==> src/rtl/pipe_hazard_ctrl_pkg.sv <==
// Shared pipeline definitions: hazard-controller FSM encoding, the default memory
// timeout, and the register-match helper used by the hazard detector.
package pipe_hazard_ctrl_pkg;

  typedef enum logic {
    RUN      = 1'b0,
    MEM_WAIT = 1'b1
  } state_t;

  localparam int MEM_TIMEOUT_DEFAULT = 255;
  localparam int REG_W               = 5;

  // Register 0 is hard-wired zero, so it never creates a dependency.
  function automatic logic reg_match(input logic [REG_W-1:0] dest,
                                     input logic [REG_W-1:0] src1,
                                     input logic [REG_W-1:0] src2,
                                     input logic             two_src);
    return (dest != '0) && ((dest == src1) || (two_src && (dest == src2)));
  endfunction

endpackage

==> src/rtl/pipe_hazard_ctrl_hazard_detect.sv <==
// Combinational RAW hazard detector for the instruction in ID against the
// producers sitting in EXE and MEM.
module hazard_detect
  import pipe_hazard_ctrl_pkg::*;
(
  input  logic             fwd_en,
  input  logic             id_valid,
  input  logic             id_two_src,
  input  logic [REG_W-1:0] id_src1,
  input  logic [REG_W-1:0] id_src2,
  input  logic             exe_wb_en,
  input  logic             exe_mem_read,
  input  logic [REG_W-1:0] exe_dest,
  input  logic             mem_wb_en,
  input  logic [REG_W-1:0] mem_dest,
  output logic             hazard
);

  logic exe_hit;
  logic mem_hit;

  assign exe_hit = reg_match(exe_dest, id_src1, id_src2, id_two_src);
  assign mem_hit = reg_match(mem_dest, id_src1, id_src2, id_two_src);

  // With forwarding only a load in EXE cannot be bypassed in time.
  always_comb begin
    hazard = 1'b0;
    if (id_valid) begin
      if (fwd_en) hazard = exe_wb_en & exe_mem_read & exe_hit;
      else        hazard = (exe_wb_en & exe_hit) | (mem_wb_en & mem_hit);
    end
  end

endmodule

==> src/rtl/pipe_hazard_ctrl.sv <==
// Pipeline hazard controller: bubble insertion, branch flush, and a memory-wait
// FSM with timeout detection plus stall/flush performance counters.
module pipe_hazard_ctrl
  import pipe_hazard_ctrl_pkg::*;
#(
  parameter int CNT_W       = 16,
  parameter int MEM_TIMEOUT = MEM_TIMEOUT_DEFAULT
) (
  input  logic             clk,
  input  logic             rst,
  input  logic             fwd_en,
  input  logic             id_valid,
  input  logic             id_two_src,
  input  logic [REG_W-1:0] id_src1,
  input  logic [REG_W-1:0] id_src2,
  input  logic             exe_wb_en,
  input  logic             exe_mem_read,
  input  logic [REG_W-1:0] exe_dest,
  input  logic             mem_wb_en,
  input  logic [REG_W-1:0] mem_dest,
  input  logic             br_taken,
  input  logic             mem_req,
  input  logic             mem_ready,
  output logic             pc_freeze,
  output logic             if_id_freeze,
  output logic             id_exe_freeze,
  output logic             exe_mem_freeze,
  output logic             if_id_flush,
  output logic             id_exe_flush,
  output logic [CNT_W-1:0] stall_cnt,
  output logic [CNT_W-1:0] flush_cnt,
  output logic             mem_timeout_err,
  output state_t           state_dbg
);

  localparam int                WAIT_W   = $clog2(MEM_TIMEOUT + 1);
  localparam logic [WAIT_W-1:0] WAIT_MAX = WAIT_W'(MEM_TIMEOUT);

  state_t            state;
  state_t            next_state;
  logic [WAIT_W-1:0] wait_cnt;
  logic              hazard;
  logic              mem_stall;

  hazard_detect u_hazard_detect (
    .fwd_en       (fwd_en),
    .id_valid     (id_valid),
    .id_two_src   (id_two_src),
    .id_src1      (id_src1),
    .id_src2      (id_src2),
    .exe_wb_en    (exe_wb_en),
    .exe_mem_read (exe_mem_read),
    .exe_dest     (exe_dest),
    .mem_wb_en    (mem_wb_en),
    .mem_dest     (mem_dest),
    .hazard       (hazard)
  );

  assign mem_stall = mem_req & ~mem_ready;
  assign state_dbg = state;

  always_ff @(posedge clk) begin
    if (!rst) state <= RUN;
    else      state <= next_state;
  end

  always_comb begin
    next_state = state;
    case (state)
      RUN:      if (mem_stall) next_state = MEM_WAIT;
      MEM_WAIT: if (mem_ready) next_state = RUN;
      default:  next_state = RUN;
    endcase
  end

  // Memory stall outranks branch flush, which outranks bubble insertion.
  always_comb begin
    pc_freeze      = 1'b0;
    if_id_freeze   = 1'b0;
    id_exe_freeze  = 1'b0;
    exe_mem_freeze = 1'b0;
    if_id_flush    = 1'b0;
    id_exe_flush   = 1'b0;
    if (rst) begin
      case (state)
        RUN: begin
          if (mem_stall) begin
            pc_freeze      = 1'b1;
            if_id_freeze   = 1'b1;
            id_exe_freeze  = 1'b1;
            exe_mem_freeze = 1'b1;
          end else if (br_taken) begin
            if_id_flush  = 1'b1;
            id_exe_flush = 1'b1;
          end else if (hazard) begin
            pc_freeze    = 1'b1;
            if_id_freeze = 1'b1;
            id_exe_flush = 1'b1;
          end
        end
        MEM_WAIT: begin
          pc_freeze      = ~mem_ready;
          if_id_freeze   = ~mem_ready;
          id_exe_freeze  = ~mem_ready;
          exe_mem_freeze = ~mem_ready;
        end
        default: ;
      endcase
    end
  end

  always_ff @(posedge clk) begin
    if (!rst) begin
      wait_cnt        <= '0;
      stall_cnt       <= '0;
      flush_cnt       <= '0;
      mem_timeout_err <= 1'b0;
    end else begin
      if (pc_freeze && (stall_cnt != '1)) stall_cnt <= stall_cnt + CNT_W'(1);
      if (if_id_flush && (flush_cnt != '1)) flush_cnt <= flush_cnt + CNT_W'(1);
      if (state == RUN) begin
        if (mem_stall) wait_cnt <= '0;
      end else if (!mem_ready) begin
        if (wait_cnt != WAIT_MAX) wait_cnt <= wait_cnt + WAIT_W'(1);
        // The cycle that brings the count to the limit raises the flag.
        if (wait_cnt >= WAIT_MAX - WAIT_W'(1)) mem_timeout_err <= 1'b1;
      end
    end
  end

endmodule

==> config.mk <==
export PLATFORM = sky130hd
export DESIGN_NAME = pipe_hazard_ctrl
export DESIGN_NICKNAME = d
export VERILOG_FILES = /design/src/rtl/pipe_hazard_ctrl_pkg.sv /design/src/rtl/pipe_hazard_ctrl_hazard_detect.sv /design/src/rtl/pipe_hazard_ctrl.sv
export SDC_FILE = /design/constraint.sdc
export NUM_CORES = 1
export LEC_CHECK = 0
export BUFFER_PORTS_ARGS = -buffer_cell sky130_fd_sc_hd__buf_2
export CAP_MARGIN = 30
export CORE_MARGIN = 2
export CORE_UTILIZATION = 42
export CTS_BUF_LIST = sky130_fd_sc_hd__clkbuf_8
export DETAILED_ROUTE_END_ITERATION = 10
export GPL_ROUTABILITY_DRIVEN = 0
export PLACE_DENSITY = 0.75
export RECOVER_POWER = 100
export REMOVE_ABC_BUFFERS = 1
export SLEW_MARGIN = 10
export SYNTH_ARGS = -nofsm -noshare
export SYNTH_HDL_FRONTEND = slang
export SYNTH_HIERARCHICAL = 1
export SYNTH_SLANG_ARGS = --single-unit
==> constraint.sdc <==
create_clock -name clk -period 5.65 [get_ports clk]
set_clock_uncertainty 0.2 [all_clocks]
set_input_delay 1.13 -clock clk [delete_from_list [all_inputs] [get_ports clk]]
set_output_delay 1.13 -clock clk [all_outputs]
set_load 0.02 [all_outputs]
==> impl_metrics.toml <==
[yosys]
synth.avg_cell_area_um2 = 8.28
synth_compound_area_share_pct = 11.0
synth_top_family_by_area = "simple AND/OR/NAND/NOR gates"
synthMuxAreaShare_pct = 3.65
synth_simple_gate_area_share_pct = 31.3
synth-xor-area-share_pct = 13.9
yosysUniqueCellTypes = 48
yosys-top-cells-area = "dfxtp_1, xnor2_1, nor2_1"
synth.ff_latch_count = 42
syn_inst = 298
syn-cell-area_um2 = 2470
synth_top_area_cell = "dfxtp_1"
synth_top_area_share_pct = 34.1
synth_fa_ha_area_share_pct = 2.03
ys_seq_area_share_pct = 34.1
yosys_warnings = 6

[route]
drtIter0Drc = 84
drc = 0
viasPerCell = 5.39
vias = 2365
drt-wirelength-per-cell_um = 12.9
wl_mm = 5.65
drtPass1Iterations = 4
postRouteAntennaNets = 0

[cts]
clkSlewWorstSetupHoldPaths_ns = 0.08
clock_latency_ns = 0.29
clockRootBuffer = "clkbuf_8"
numCtsBuffers = 5
cts_tree = "done"
clock_sinks = 42
cts-hold-fix-buffers = 0
cts-resized-gates = 0
clockBufferDepth = 2
postCtsSetupBuffers = 0
ctsHtreeMaxLevel = 2

[finish]
final_nets = 401
utilization_pct = 51.4
final_cell_count_no_fill = 439
antenna_cells = 0
layout-drive-gt1-share_pct = 11.7
syn2layout_area_growth_pct = 16.1

[critical_path]
ff2ff_path_depth = 4
crit_top_cell = "clkbuf_1"
required_ns = 4.32
crit_arrival_ns = 3.16
cp-start-kind = "input pin"
critical_path.max_fanout = 14
cp_cell_sequence = "clkbuf_1 -> or4_1 -> o2111ai_1 -> o2bb2ai_1 -> nor3b_1 -> o21ai_0 -> clkbuf_1 -> inv_1 -> clkbuf_1"
crit_path_max_incr_delay_ns = 0.52
crit_start = "mem_dest[1]"
timing.critical_path.to_type = "output pin"
critPathKind = "in2out"
r2r_start = "state_dbg"
cp_slowest_cell = "or4_1"
cp-endpoint = "if_id_freeze"
rr_endpoint = "flush_cnt[11]"
r2r_setup_slack_ns = 3.21

[sta]
fin_tns_setup_ns = 0
rsz0062_at_grt = "false"
max_freq_mhz = 223
setup_viol = 0
hold_viol = 0
relSlewSlack_pct = 42.2
post-route-period-util_pct = 79.5
finalMaxSlewViolations = 0
period_minus_slack_ns = 4.49
worst_slew_pin_slew_ns = 0.868
hold_slack_ns = 0.261

[power_and_ir_drop]
ir_drop_v = 0.000163
power_w = 0.000567
pwr_density_cell_nw_per_um2 = 198
p_leak_nw = 1.01

[job]
drv_cap = 0

[grt]
grt_usage_pct = 18.2
grt_pass1_wl_mm = 9.54
grt_pass1_vias = 2151
grt_max_degree = 20
grt-ovfl-total = 0
antenna_found_initial = 0

[floorplan]
start_util_pct = 44.2
die_h_um = 80.6
ios = 71
die_area_um2 = 6500
fp-row-count = 27
design.core.area_um2 = 5570
die_w_um = 80.6

[run_status]
status = "finished, final reports clean"

[placement]
dp.final_hpwl_mm = 4.32
dp_cells = 431
io_buffers = 70

[min_path]
worstHoldPathType = "reg2reg"
## metrics by stage
step | instance area (um^2) | worst slack, ns
after floorplan | 2400 | 1.37
after global placement | 2860 | 1.52
after detailed placement | 2860 | 1.51
after CTS | 2950 | 1.51
after global routing | 2860 | 0.942
final | 2860 | 1.16
## synth_stat cells (all sizes together)
| master | number |
|---|---|
| dfxtp | 42 |
| and4 | 3 |
| xnor2 | 30 |
| a31o | 1 |
| nand2b | 3 |
| nor3 | 16 |
| clkbuf | 5 |
| a41o | 2 |
| o211a | 1 |
| o221a | 1 |
| a32oi | 1 |
| a31oi | 2 |
| nor3b | 3 |
| buf | 6 |
| nor4 | 9 |
| a21oi | 10 |
| or2 | 1 |
| ha | 4 |
| o21ai | 9 |
| o22ai | 2 |
| o21ba | 1 |
| o2111ai | 2 |
| mux2i | 9 |
| or3 | 1 |
| o41ai | 2 |
| o2bb2ai | 1 |
| and3 | 8 |
| nand4 | 15 |
| nand3 | 16 |
| nor4b | 2 |
| o211ai | 2 |
| inv | 9 |
| xor2 | 9 |
| nor2 | 37 |
| or4 | 2 |
| nand4b | 1 |
| nand2 | 30 |
## flip-flops by register name, indices dropped and copies added, names as in the netlist
| name | count |
|---|---|
| wait_cnt | 8 |
| state_dbg | 1 |
| stall_cnt | 16 |
| mem_timeout_err | 1 |
| flush_cnt | 16 |
## worst max-delay path, delay by kind of cell
kind	cells	cell delay [ns]
simple gates	2	0.66
buf+inv	4	0.88
compound gates	3	0.50
## cells in the final DEF, fill, tap and decap left out, drive strengths merged, types with 2 or more instances in the layout
master,n
o21ai,9
nor2,37
a41o,2
inv,9
or4,2
o211ai,2
o2111ai,2
nand3,16
mux2i,9
nor3b,3
xnor2,30
a21oi,10
and3,8
and4,3
clkbuf,52
nor4b,2
ha,4
o22ai,2
nor3,16
a31oi,2
nand2,30
nand4,15
buf,26
nor4,9
xor2,9
o41ai,2
nand2b,3
dfxtp,42
## cell type report
| class | instances | area [um^2] |
|---|---|---|
| fill | 581 | 2710 |
| multi-input combinational | 236 | 1500 |
| sequential | 42 | 841 |
| timing repair buffer | 72 | 303 |
| tap | 72 | 90.1 |
| clock buffer | 6 | 82.6 |
| inverter | 9 | 33.8 |
| clock inverter | 2 | 12.5 |
## report_power, final
group          internal [W]  leakage, nW  switching, W  total (W)
clock network     0.0000983       0.0472      0.000105   0.000203
logic             0.0000247        0.627     0.0000371  0.0000618
registers          0.000298        0.339    0.00000401   0.000302
## cell families (layout without fill, tap and decap cells)
logic type | Yosys count | in the layout
xor+xnor | 39 | 39
fa+ha+maj | 4 | 4
buf+inv | 20 | 89
compound gates | 37 | 37
simple gates | 147 | 147
mux | 9 | 9
flops | 42 | 42
## metal layers
layer | vias to the layer above | global-route usage [%] | wire [um]
li1 | 1202 | - | -
met1 | 1098 | 22.9 | 2590
met2 | 61 | 31.3 | 2750
met3 | 4 | 3.93 | 275
met4 | 0 | 4.75 | 40
met5 | - | 0 | 0
## how the worst min path moves through the flow
stage	startpoint	depth (start not counted)	slack (ns)	to
2_1_floorplan	wait_cnt[0]	2	0.27	wait_cnt[0]
3_3_place_gp	mem_timeout_err	2	0.23	mem_timeout_err
3_5_place_dp	mem_timeout_err	2	0.25	mem_timeout_err
4_1_cts	mem_timeout_err	2	0.26	mem_timeout_err
5_1_grt	mem_timeout_err	2	0.28	mem_timeout_err
6_report	mem_timeout_err	2	0.26	mem_timeout_err
Power figures use the tool's default switching activity.
